==> config.mk <==
export PLATFORM = sky130hd
export DESIGN_NAME = load_store_unit
export DESIGN_NICKNAME = d
export VERILOG_FILES = /design/src/rtl/lsu_pkg.sv /design/src/rtl/lsu_load_align.sv /design/src/rtl/load_store_unit.sv
export SDC_FILE = /design/constraint.sdc
export NUM_CORES = 1
export LEC_CHECK = 0
export CAP_MARGIN = 20
export CORE_ASPECT_RATIO = 0.6
export CORE_UTILIZATION = 40
export DETAILED_ROUTE_END_ITERATION = 16
export PLACE_DENSITY = 0.73
export SLEW_MARGIN = 20
export SYNTH_ARGS = -nofsm -noshare
export SYNTH_HDL_FRONTEND = slang
export SYNTH_SLANG_ARGS = --single-unit
==> constraint.sdc <==
create_clock -name clk -period 2.77 [get_ports clk]
set_input_delay 0.831 -clock clk [delete_from_list [all_inputs] [get_ports clk]]
set_output_delay 0.831 -clock clk [all_outputs]
set_load 0.1 [all_outputs]
==> src/rtl/lsu_pkg.sv <==
// Shared types and helpers for the load/store unit: FSM states, access size
// encoding, the legal XLEN set and per-size lane masks.
package lsu_pkg;

    typedef enum logic [1:0] {
        ST_IDLE   = 2'd0,
        ST_REQ    = 2'd1,
        ST_WAIT_R = 2'd2,
        ST_RSP    = 2'd3
    } lsu_state_e;

    typedef enum logic [1:0] {
        SZ_BYTE   = 2'b00,
        SZ_HALF   = 2'b01,
        SZ_WORD   = 2'b10,
        SZ_DOUBLE = 2'b11
    } lsu_size_e;

    localparam int unsigned XLEN_NARROW = 32;
    localparam int unsigned XLEN_WIDE   = 64;

    function automatic bit xlen_legal(input int unsigned xlen);
        return (xlen == XLEN_NARROW) || (xlen == XLEN_WIDE);
    endfunction

    // Byte-enable pattern for an access of the given size at lane 0.
    function automatic logic [7:0] size_mask(input lsu_size_e sz);
        case (sz)
            SZ_BYTE: return 8'h01;
            SZ_HALF: return 8'h03;
            SZ_WORD: return 8'h0F;
            default: return 8'hFF;
        endcase
    endfunction

    // Address bits that must be zero for a naturally aligned access.
    function automatic logic [2:0] size_low_bits(input lsu_size_e sz);
        case (sz)
            SZ_BYTE: return 3'b000;
            SZ_HALF: return 3'b001;
            SZ_WORD: return 3'b011;
            default: return 3'b111;
        endcase
    endfunction

endpackage

==> src/rtl/lsu_load_align.sv <==
// Combinational load data alignment: shifts the addressed bytes down to bit 0,
// truncates to the access size and sign- or zero-extends to XLEN.
module lsu_load_align
    import lsu_pkg::*;
#(
    parameter int XLEN = 32
) (
    input  logic [XLEN-1:0]           rdata,
    input  logic [$clog2(XLEN/8)-1:0] offset,
    input  lsu_size_e                 size,
    input  logic                      is_unsigned,
    output logic [XLEN-1:0]           result
);

    logic [XLEN-1:0] shifted;
    logic [XLEN-1:0] keep;
    logic [XLEN-1:0] top;
    logic            sign;
    int unsigned     nbits;

    always_comb begin
        shifted = rdata >> {offset, 3'b000};
        case (size)
            SZ_BYTE: nbits = 8;
            SZ_HALF: nbits = 16;
            SZ_WORD: nbits = 32;
            default: nbits = 64;
        endcase
        if (nbits > XLEN) nbits = XLEN;
        // A full-width shift yields 0, so keep becomes all ones for size == XLEN.
        keep   = (XLEN'(1) << nbits) - XLEN'(1);
        top    = keep ^ (keep >> 1);
        sign   = !is_unsigned && (|(shifted & top));
        result = (shifted & keep) | (sign ? ~keep : '0);
    end

endmodule

==> src/rtl/load_store_unit.sv <==
// Single-outstanding load/store unit between a core request port and a data memory.
// Optional build macro LSU_MISALIGN_TRAP_EN: misaligned accesses fail without a bus access.
//
// state   | meaning
// IDLE    | ready for a core request
// REQ     | memory request presented, waiting for i_dm_ready
// WAIT_R  | load accepted by memory, waiting for i_dm_rvalid
// RSP     | one-cycle response to the core
module load_store_unit
    import lsu_pkg::*;
#(
    parameter int XLEN     = 32,
    parameter int WAIT_MAX = 15
) (
    input  logic              clk,
    input  logic              rstn,
    input  logic              i_req_valid,
    output logic              o_req_ready,
    input  logic              i_req_we,
    input  logic [1:0]        i_req_size,
    input  logic              i_req_unsigned,
    input  logic [XLEN-1:0]   i_req_addr,
    input  logic [XLEN-1:0]   i_req_wdata,
    output logic              o_rsp_valid,
    output logic [XLEN-1:0]   o_rsp_rdata,
    output logic              o_rsp_err,
    output logic [XLEN-1:0]   o_dm_addr,
    output logic              o_dm_valid,
    output logic              o_dm_we,
    output logic [XLEN/8-1:0] o_dm_wstrb,
    output logic [XLEN-1:0]   o_dm_wdata,
    input  logic              i_dm_ready,
    input  logic              i_dm_rvalid,
    input  logic [XLEN-1:0]   i_dm_rdata
);

    localparam int NB   = XLEN / 8;
    localparam int OFFW = $clog2(NB);
    localparam int CW   = $clog2(WAIT_MAX + 1);

    if (!xlen_legal(XLEN)) begin : g_bad_xlen
        $error("load_store_unit: XLEN must be 32 or 64");
    end

    lsu_state_e      state_q, state_d;
    lsu_size_e       size_q, size_in;
    logic            we_q, uns_q, err_q;
    logic [XLEN-1:0] addr_q, wdata_q, rdata_q;
    logic [CW-1:0]   cnt_q;
    logic [XLEN-1:0] low_mask_in, load_result;
    logic            skip_in, last_wait, timeout, in_req, in_rsp;

    assign size_in     = lsu_size_e'(i_req_size);
    assign low_mask_in = XLEN'(size_low_bits(size_in));
    assign last_wait   = (cnt_q == CW'(WAIT_MAX - 1));

`ifdef LSU_MISALIGN_TRAP_EN
    assign skip_in = ((XLEN == 32) && (size_in == SZ_DOUBLE)) || (|(i_req_addr & low_mask_in));
`else
    assign skip_in = (XLEN == 32) && (size_in == SZ_DOUBLE);
`endif

    always_comb begin
        state_d = state_q;
        timeout = 1'b0;
        case (state_q)
            ST_IDLE: begin
                if (i_req_valid) state_d = skip_in ? ST_RSP : ST_REQ;
            end
            ST_REQ: begin
                if (i_dm_ready) begin
                    state_d = we_q ? ST_RSP : ST_WAIT_R;
                end else if (last_wait) begin
                    state_d = ST_RSP;
                    timeout = 1'b1;
                end
            end
            ST_WAIT_R: begin
                if (i_dm_rvalid) begin
                    state_d = ST_RSP;
                end else if (last_wait) begin
                    state_d = ST_RSP;
                    timeout = 1'b1;
                end
            end
            default: state_d = ST_IDLE;
        endcase
    end

    always_ff @(posedge clk) begin
        if (!rstn) begin
            state_q <= ST_IDLE;
            size_q  <= SZ_BYTE;
            we_q    <= 1'b0;
            uns_q   <= 1'b0;
            err_q   <= 1'b0;
            addr_q  <= '0;
            wdata_q <= '0;
            rdata_q <= '0;
            cnt_q   <= '0;
        end else begin
            state_q <= state_d;
            case (state_q)
                ST_IDLE: begin
                    if (i_req_valid) begin
                        we_q    <= i_req_we;
                        uns_q   <= i_req_unsigned;
                        size_q  <= size_in;
                        addr_q  <= i_req_addr & ~low_mask_in;
                        wdata_q <= i_req_wdata;
                        rdata_q <= '0;
                        err_q   <= skip_in;
                        cnt_q   <= '0;
                    end
                end
                ST_REQ: begin
                    cnt_q <= (state_d == ST_WAIT_R) ? '0 : cnt_q + CW'(1);
                    if (timeout) err_q <= 1'b1;
                end
                ST_WAIT_R: begin
                    cnt_q <= cnt_q + CW'(1);
                    if (i_dm_rvalid) rdata_q <= i_dm_rdata;
                    if (timeout) err_q <= 1'b1;
                end
                default: ;
            endcase
        end
    end

    lsu_load_align #(.XLEN(XLEN)) u_load_align (
        .rdata       (rdata_q),
        .offset      (addr_q[OFFW-1:0]),
        .size        (size_q),
        .is_unsigned (uns_q),
        .result      (load_result)
    );

    assign in_req = (state_q == ST_REQ);
    assign in_rsp = (state_q == ST_RSP);

    assign o_req_ready = (state_q == ST_IDLE);
    assign o_dm_valid  = in_req;
    assign o_dm_we     = in_req && we_q;
    assign o_dm_addr   = in_req ? {addr_q[XLEN-1:OFFW], {OFFW{1'b0}}} : '0;
    // Store lane steering: byte enables and data move up by the byte offset.
    assign o_dm_wstrb  = in_req ? (NB'(size_mask(size_q)) << addr_q[OFFW-1:0]) : '0;
    assign o_dm_wdata  = in_req ? (wdata_q << {addr_q[OFFW-1:0], 3'b000}) : '0;

    assign o_rsp_valid = in_rsp;
    assign o_rsp_err   = in_rsp && err_q;
    assign o_rsp_rdata = (in_rsp && !err_q && !we_q) ? load_result : '0;

endmodule
; ---- Yosys cells after proc, flatten, opt, wreduce, memory -nomap -nowiden
; Cells that the tools add are included.
[op_classes]
addsub = 2
order_cmp = 1
eq_ne = 13
shift = 4
n_mux = 29
n_bitwise = 7
n_reduce_logical = 20
[ops]
columns = op, count
row1 = 32-bit two-way mux, 6
row2 = 32-bit AND, 3
row3 = 32-bit one-hot mux with 2 select lines, 1
row4 = 3-bit NOT with 32-bit output, 1
row5 = 32-bit NOT, 1
row6 = 32-bit OR, 1
row7 = 32-bit OR reduction, 1
row8 = "1-bit by 7-bit left shift with 32-bit output, first input constant", 1
row9 = 32-bit by 5-bit left shift with 32-bit output, 1
row10 = 32-bit by 5-bit right shift with 32-bit output, 1
row11 = "32-bit by 2-bit subtractor with 32-bit output, second input constant", 1
row12 = 32-bit by 31-bit XOR with 32-bit output, 1
row13 = 4-bit one-hot mux with 3 select lines, 2
row14 = 7-bit one-hot mux with 3 select lines, 1
row15 = "2-bit equality test, second input constant", 6
row16 = 4-bit two-way mux, 3
row17 = 2-bit two-way mux, 5
row18 = 3-bit one-hot mux with 3 select lines, 1
row19 = "7-bit by 6-bit > comparator with 1-bit output, second input constant", 1
row20 = 7-bit two-way mux, 1
row21 = "2-bit by 1-bit equality test with 1-bit output, second input constant", 3
row22 = 2-bit zero test, 3
row23 = 1-bit two-way mux, 6
row24 = 2-bit one-hot mux with 3 select lines, 1
row25 = other kinds (13), 24
[totals]
register_bits = 107
input_bits = 105
out_inout_bits = 105
elab_cells = 85

; ---- Longest topological paths before layout
; Gate-level depths: netlist of run 1.
[logic_depth]
word_depth = 13
ltp_mapped = 8
ltp_nobuf = 7

; ---- By module
; From an unflattened synthesis of run 1, not the netlist that was laid out.
[hier_totals]
cells_unflattened = 809
hier_area_um2 = 6307.3
[by_module_without_submodules]
columns = mod, n_inst, cells_each, area_each_um2, seq_area_each_um2
row1 = load_store_unit, 1, 675, 5373.9, 2142.1
row2 = lsu_load_align, 1, 134, 933.4, 0.0

; ---- Least setup slack after synthesis of run 1
; OpenSTA, ideal clock, no wires.
[synth_path]
path_kind = reg2out
start = register state_q[0]
end = output o_dm_wdata[0]
t_arrival_ns = 4.134
required_time_ns = 1.939
setup_slack_ns = -2.195
path_stages_with_launch = 7
path_buffers = 2
cell_sequence = dfxtp_1 -> ha_1 -> clkbuf_1 -> nand2b_1 -> clkbuf_1 -> nor2_1 -> and2_1
[synth_between]
elab_chain_len = 2
[synth_lines]
columns = item, line_no
row1 = "start, declared", load_store_unit.sv:45  ; lsu_state_e state_q, state_d;
row2 = "start signal, assigned", load_store_unit.sv:102  ; state_q <= state_d;
row3 = 2-bit by 1-bit equality test with 1-bit output, load_store_unit.sv:138  ; assign in_req = (state_q == ST_REQ);
row4 = net o_dm_valid, load_store_unit.sv:28  ; output logic o_dm_valid,
row5 = 32-bit two-way mux, load_store_unit.sv:147  ; assign o_dm_wdata = in_req ? (wdata_q << {addr_q[OFFW-1:0], 3'b000}) : '0;
row6 = "end, declared", load_store_unit.sv:31  ; output logic [XLEN-1:0] o_dm_wdata,
; The timed path passes the listed nets, and every way through them passes these cells.

; ---- Worst setup path after layout of run 1
[layout_path]
start = register addr_q[0]
end = output o_rsp_rdata[27]
[layout_between]
elab_chain_len = 7
elab_cells_between_ends = 8
classes_between = shift: 1 / mux: 2 / bitwise: 3 / reduce/logical: 2
[layout_lines]
columns = item, line_no
row1 = "start, declared", load_store_unit.sv:48  ; logic [XLEN-1:0] addr_q, wdata_q, rdata_q;
row2 = "start signal, assigned", load_store_unit.sv:109  ; addr_q <= i_req_addr & ~low_mask_in;
row3 = 32-bit by 5-bit right shift with 32-bit output (*), lsu_load_align.sv:22  ; shifted = rdata >> {offset, 3'b000};
row4 = 32-bit AND, lsu_load_align.sv:33  ; sign = !is_unsigned && (|(shifted & top));
row5 = 32-bit OR reduction, lsu_load_align.sv:33
row6 = 1-bit logical AND, lsu_load_align.sv:33
row7 = 32-bit two-way mux, lsu_load_align.sv:34  ; result = (shifted & keep) | (sign ? ~keep : '0);
row8 = 32-bit OR (*), lsu_load_align.sv:34
row9 = 32-bit two-way mux (*), load_store_unit.sv:151  ; assign o_rsp_rdata = (in_rsp && !err_q && !we_q) ? load_result : '0;
row10 = "end, declared", load_store_unit.sv:25  ; output logic [XLEN-1:0] o_rsp_rdata,
; Every way passes the cells marked *; elsewhere a longest branch is shown, timed or not.

==> results of run 1 <==
[metal layers]
metal / up-vias / global-route usage / routed length, um
li1: 2955 / - / -
met1: 2823 / 0.3964 / 9646
met2: 212 / 0.3692 / 8058
met3: 18 / 0.05583 / 1297
met4: 0 / 0.05208 / 245
met5: - / 0 / 0
[Yosys cell counts (2+ instances only)]
library cell | n | area, um^2
buf_4 | 2 | 15.01
a22oi_1 | 2 | 15.01
o21a_1 | 11 | 82.58
and3_1 | 11 | 68.82
ha_1 | 7 | 87.58
a21boi_1 | 7 | 52.55
nor3_1 | 3 | 15.01
nand2_1 | 204 | 765.7
a21boi_0 | 92 | 690.7
buf_6 | 3 | 33.78
nor3_2 | 2 | 20.02
a21o_1 | 2 | 15.01
nor2_1 | 37 | 138.9
buf_2 | 11 | 55.05
nand3_1 | 33 | 165.2
a31oi_1 | 2 | 12.51
and2_1 | 49 | 306.5
inv_1 | 3 | 11.26
nor2b_1 | 13 | 81.33
o21ai_0 | 11 | 55.05
nand2b_1 | 5 | 31.28
dfxtp_1 | 107 | 2142
clkbuf_1 | 48 | 180.2
a211oi_1 | 16 | 120.1
a21oi_1 | 26 | 130.1
mux2i_1 | 39 | 390.4
[metrics by stage]
step / area, um^2 / total power [mW]
after floorplan: 6432 / 3.649
after global placement: 9779 / 4.597
after detailed placement: 9779 / 4.627
after CTS: 10130 / 5.832
after global routing: 10190 / 6.128
final: 10190 / 5.827
[repair_timing]
action,4_1_cts,5_1_grt
setup endpoints to repair,32,48
buffers inserted,2,1
gates cloned,1,0
pin swaps,10,2
resized for setup,11,15
[worst min-delay path by stage]
stage,startpoint,to,depth (start not counted)
3_5_place_dp,rdata_q[3]$_SDFFE_PN0P_,rdata_q[3]$_SDFFE_PN0P_,2
4_1_cts,rdata_q[3]$_SDFFE_PN0P_,rdata_q[3]$_SDFFE_PN0P_,2
5_1_grt,addr_q[9]$_SDFFE_PN0P_,addr_q[9]$_SDFFE_PN0P_,2
2_1_floorplan,rdata_q[1]$_SDFFE_PN0P_,rdata_q[1]$_SDFFE_PN0P_,2
3_3_place_gp,rdata_q[3]$_SDFFE_PN0P_,rdata_q[3]$_SDFFE_PN0P_,2
6_report,rdata_q[3]$_SDFFE_PN0P_,rdata_q[3]$_SDFFE_PN0P_,2
[kinds of logic after synthesis]
group	count (synthesis)	share of synthesized area
AND/OR/NAND/NOR	363	0.2786
XOR/XNOR	1	0.001490
multiplexers	41	0.07280
buffers and inverters	69	0.05151
adder cells (fa/ha/maj)	7	0.01490
AO/OA/AOI/OAI	178	0.2156
flip-flops	107	0.3644
other	1	0.0006380
[flip-flops by register name, indices dropped and copies added, names as in the netlist]
name and cells:
addr_q 32, rdata_q 32, wdata_q 32, uns_q 1, state_q 2, size_q 2, cnt_q 4, we_q 1
err_q 1
[where the power goes]
group / leakage (nW) / switching [mW] / internal (mW) / total [mW]
Clock: 0.129 / 0.586 / 0.613 / 1.20
Sequential: 0.876 / 0.152 / 1.72 / 1.87
Combinational: 2.71 / 1.76 / 0.994 / 2.76
Total: 3.72 / 2.50 / 3.33 / 5.83
[worst max-delay path: stages (launching register included)]
cell and delay (ns):
dfxtp_4 0.36, mux4_2 0.55, nor2_4 0.11, nor3_2 0.06
o21bai_4 0.19, buf_12 0.19, a21oi_4 0.05, buf_12 0.18
[area by class of cell]
cell class                      count  area share
Multi-Input combinational cell    592      0.3932
Clock buffer                       10     0.02247
Timing Repair Buffer              248      0.3438
Sequential cell                   107      0.2114
Inverter                            4    0.001719
Tap cell                          192     0.02358
Clock inverter                      5    0.003806
[placed cells by master, fill, tap and decap left out, drive strengths merged, types with 2 or more instances in the layout]
cell type,Yosys,routed
and3,11,11
nand3,33,33
nand2b,5,5
o21ai,11,11
a31oi,2,2
clkdlybuf4s50,0,103
a21o,2,2
nand2,204,204
a22oi,2,2
clkbuf,48,11
o21a,11,11
nor3,5,5
a21oi,26,26
nor2b,14,14
and2,49,49
mux2i,39,39
nor2,37,37
a21boi,99,99
clkinv,1,3
dfxtp,107,107
inv,3,5
ha,7,7
a211oi,16,16
buf,17,144
conb,1,2
==> run metrics, run 1 <==
CP endpoint o_rsp_rdata[27]; die height 95.90 um; max-slew violation count 0; reg2reg end cnt_q[2]$_SDFFE_PN0P_; Setup crit start addr_q[0]$_SDFFE_PN0P_; worst slew pin tran 0.5213 ns; die width 158.5 um; Post-route DRC 0; clock skew 0.008072 ns; Rel. slew slack 0.6524; unrepaired setup endpoints after global routing yes; 1st-iter DRT viols 380; initial antenna violation count 0; largest net degree at the start of global routing 60; post-synth cell types 47; Initial Utilization 0.4200; Max-Cap Viols 0; Hold Slack 0.4515 ns; via count 6008; Gate Count Post-Synth 767; R2R Setup Slk 0.68 ns; FF+latch area 0.002155 mm^2; Total GRT Usage 0.2603; routability cong. 0.8982; number of synthesized register bits 107; status finished with violations; power per cell area 571.9 mW/mm^2; most common flop cell mapped by yosys dfxtp_1; routed wire length 19250 um; vias in the first global route 5386; Worst Path Required 1.94 ns; IO Count 210; crit path DAT 2.05 ns; Hold Crit Class reg2reg; Core Util, Final 0.7280; Fin Setup TNS -1.662 ns; # diodes 0; Mapped Area 0.005878 mm^2; failing checks setup timing; Final period util 1.040; Final setup violation count 16; Final WS setup -0.1116 ns; die area 0.01520 mm^2; non-filler instance count after layout 1158; leakage 3.716 nW; worst skew pair latency 0.34 ns; total gr overflow 0; register area share after synthesis 0.3644; final hold vios 0; ys async rst share 0; crit start category register; Root Driver clkbuf_16; Vias/cell 5.188; area of the core 0.01400 mm^2; antenna-violating nets left 0; synthesized area per cell 7.664 um^2; Synthesis Warnings 0; worst-path maximum fanout 8; WS Path Type reg2out; CP Capture Type primary output; CTS Buf Count 9; CTS tree yes; EDFF count, synth 0; area grow syn2layout 73.35%; dpl cells 1139; H-tree depth 3; first drt pass iteration count 5; Max VDD drop 0.0006667 V; drt wl/cell 16.62 um; crit path time final 2.882 ns; I/O Buffers 207; first-pass GRT wire length 30020 um; Max Fclk 347.0 MHz; worst slack at placement 0.1430 ns; Hold Buf Count CTS 0; Clock Sinks 107; area of the multi-input gates 0.004006 mm^2; RR Startpoint state_q[0]$_SDFF_PN0_; share of post-route cells with drive strength above 1 0.2992; CTS Buffer Depth 2; final-stage net count 1074; hpwl dp 14510 um; fillers 1062; Worst Reg2Reg Path Length in Cells 7; clock slew at reported path FFs 0.07 ns; row count 33
Power figures use the tool's default switching activity.
==> run 2, diff against run 1 <==
--- a/config.mk
+++ b/config.mk
@@ -10,6 +10,7 @@
 export CORE_UTILIZATION = 40
 export DETAILED_ROUTE_END_ITERATION = 16
 export PLACE_DENSITY = 0.73
+export SKIP_LAST_GASP = 1
 export SLEW_MARGIN = 20
 export SYNTH_ARGS = -nofsm -noshare
 export SYNTH_HDL_FRONTEND = slang
==> constraint.sdc (replaced) <==
create_clock -name clk -period 2.77 [get_ports clk]
set_input_delay 0.831 -clock clk [delete_from_list [all_inputs] [get_ports clk]]
set_output_delay 0.831 -clock clk [all_outputs]
set_load 0.005 [all_outputs]
==> run 2 against run 1 <==
  * The run still ends with setup timing left
  * Via count rose by 0.93%
  * Flip-flop and latch count is the same
  * Die area did not move
  * Non-clock buffer count up 12
  * Utilization decreased by 9.3 points
  * Sequential power is essentially flat
  * Register-to-register slack got worse by 0.18 ns
  * Fmax is 1.9% higher
  * Global-route usage is 1.1 points lower
  * Count of clock-buffer cells in the layout did not move
  * Design area fell by 13%
  * Critical endpoint is now o_rsp_rdata[2]
  * Highest routed layer unchanged
==> run metrics, run 2 (synthesized netlist as in run 1, its figures left out) <==
total gr overflow 0 (unchanged); routed wire length 19150 um (was 19250 um); Final period util 1.020 (was 1.040); largest net degree at the start of global routing 70 (was 60); Rel. slew slack 0.5808 (was 0.6524); Total Power 4.973 mW (was 5.827 mW); CP endpoint o_rsp_rdata[2] (was o_rsp_rdata[27]); initial antenna violation count 2 (was 0); CTS tree yes (unchanged); Worst Path Required 1.94 ns (about the same); crit path time final 2.827 ns (was 2.882 ns); critical path buffer and inverter count 3 (was 2); gr busiest metal met2 (was met1); R2R Setup Slk 0.50 ns (was 0.68 ns); final hold vios 0 (unchanged); unrepaired setup endpoints after global routing yes (unchanged); Setup crit start addr_q[1]$_SDFFE_PN0P_ (was addr_q[0]$_SDFFE_PN0P_); max-slew violation count 0 (unchanged); area of the core 0.01400 mm^2 (unchanged); final-stage net count 1086 (was 1074); reg2reg end cnt_q[2]$_SDFFE_PN0P_ (unchanged); CP max stage cell clkdlybuf4s50_1 (was mux4_2); via count 6064 (was 6008); Max VDD drop 0.0003184 V (was 0.0006667 V); Max-Cap Viols 0 (unchanged); status finished with violations (unchanged); CTS Buf Count 9 (unchanged); area of the multi-input gates 0.003631 mm^2 (was 0.004006 mm^2); dpl cells 1140 (was 1139); routability cong. 0.9128 (was 0.8982); worst skew pair latency 0.34 ns (about the same); Final WS setup -0.05660 ns (was -0.1116 ns); top cell family by delay on the critical path buffers and inverters (was multiplexers); FF+latch area 0.002152 mm^2 (was 0.002155 mm^2); cell area after layout 0.008886 mm^2 (was 0.01019 mm^2); area grow syn2layout 51.17% (was 73.35%); RR Startpoint state_q[0]$_SDFF_PN0_ (unchanged); Clock Sinks 107 (unchanged); first-pass GRT wire length 29040 um (was 30020 um); clock skew 0.007196 ns (was 0.008072 ns); fillers 1242 (was 1062); commonest non-fill, non-tap cell in the layout nand2_1 (unchanged); antenna-violating nets left 0 (unchanged); Total GRT Usage 0.2492 (was 0.2603); Post-route DRC 0 (unchanged); met2 Use GR 0.3637 (was 0.3692); power per cell area 559.7 mW/mm^2 (was 571.9 mW/mm^2); Hold Slack 0.4583 ns (was 0.4515 ns); leakage 3.654 nW (was 3.716 nW); 1st-iter DRT viols 346 (was 380); Max Fclk 353.8 MHz (was 347.0 MHz); IO Count 210 (unchanged); H-tree depth 3 (unchanged); crit path DAT 2.00 ns (was 2.05 ns); met3 GRT Util 0.07024 (was 0.05583); worst slack at placement 0.01555 ns (was 0.1430 ns); Worst Reg2Reg Path Length in Cells 8 (was 7); worst slew pin tran 0.6289 ns (was 0.5213 ns); failing checks setup timing (unchanged); first drt pass iteration count 4 (was 5); Initial Utilization 0.4200 (unchanged); die width 158.5 um (unchanged); die area 0.01520 mm^2 (unchanged); Vias/cell 5.174 (was 5.188); clock slew at reported path FFs 0.08 ns (was 0.07 ns); drt wl/cell 16.34 um (was 16.62 um); Root Driver clkbuf_16 (unchanged); CTS Buffer Depth 2 (unchanged); CP Capture Type primary output (unchanged); max incr delay on CP 0.54 ns (was 0.55 ns); crit start category register (unchanged); worst-path cell chain buf_4, buf_12, mux2i_1, a211oi_1, clkdlybuf4s50_1 (was mux4_2, nor2_4, nor3_2, o21bai_4, buf_12, a21oi_4, buf_12); placed inst area 0.008274 mm^2 (was 0.009779 mm^2); vias in the first global route 5431 (was 5386); I/O Buffers 207 (unchanged); hpwl dp 13340 um (was 14510 um); commonest non-fill, non-tap cells in the layout nand2_1 (203), clkdlybuf4s50_1 (154), dfxtp_1 (103) (was nand2_1 (202), buf_12 (107), dfxtp_1 (103), clkdlybuf4s50_1 (103), a21boi_0 (92)); WS Path Type reg2out (unchanged); share of post-route cells with drive strength above 1 0.1471 (was 0.2992); row count 33 (unchanged); CP Depth 5 (was 7); non-filler instance count after layout 1172 (was 1158); die height 95.90 um (unchanged); global routing usage on met1 0.3601 (was 0.3964); worst-path maximum fanout 29 (was 8); Final setup violation count 20 (was 16); Largest regs addr_q x32, rdata_q x32, wdata_q x32 (unchanged); Hold Crit Class reg2reg (unchanged)
[run 2: cell type report]
| class | instances | area share |
|---|---|---|
| Clock buffer | 10 | 0.02577 |
| Timing Repair Buffer | 260 | 0.2871 |
| Antenna cell | 1 | 0.0002816 |
| Sequential cell | 107 | 0.2422 |
| Inverter | 4 | 0.001690 |
| Multi-Input combinational cell | 592 | 0.4086 |
| Tap cell | 192 | 0.02703 |
| Clock inverter | 6 | 0.007322 |
[run 2: layer usage]
layer,wire (um),up-vias
li1,-,2983
met1,9153,2830
met2,7990,235
met3,1872,16
met4,128,0
met5,0,-
[run 2: worst register-to-register path: stages (launching register included)]
cell and delay (ns):
dfxtp_2 0.34, buf_4 0.15, inv_1 0.07, ha_1 0.29, nor2b_2 0.38, a21oi_1 0.11, o22ai_1 0.27, a41oi_1 0.24
a31o_2 0.30
[run 2: timing repair]
action | CTS | global route
setup endpoints to repair | 97 | 75
gates resized for setup | 132 | 70
cloned | 2 | 1
hold buffers | 0 | 0
buffers inserted | 14 | 5
pin swaps | 11 | 10
[run 2: how the worst min path moves through the flow]
stage | startpoint | to | slack, ns | cells past startpoint
2_1_floorplan | rdata_q[1]$_SDFFE_PN0P_ | rdata_q[1]$_SDFFE_PN0P_ | 0.43 | 2
3_3_place_gp | rdata_q[8]$_SDFFE_PN0P_ | rdata_q[8]$_SDFFE_PN0P_ | 0.44 | 2
3_5_place_dp | rdata_q[10]$_SDFFE_PN0P_ | rdata_q[10]$_SDFFE_PN0P_ | 0.45 | 2
4_1_cts | rdata_q[10]$_SDFFE_PN0P_ | rdata_q[10]$_SDFFE_PN0P_ | 0.46 | 2
5_1_grt | addr_q[26]$_SDFFE_PN0P_ | addr_q[26]$_SDFFE_PN0P_ | 0.48 | 2
6_report | addr_q[7]$_SDFFE_PN0P_ | addr_q[7]$_SDFFE_PN0P_ | 0.46 | 2
[run 2: metrics by stage]
step                TNS (ns)    util
floorplan                  0       -
global placement           0  0.5911
detailed placement         0  0.5911
CTS                   -2.028  0.6228
global route          -3.204  0.6347
finish               -0.4411  0.6348
[run 2: report_power, final]
group          total [mW]  switching (mW)  internal [mW]
clock                1.29           0.590          0.704
sequential           1.86           0.144           1.72
combinational        1.82           0.999          0.817
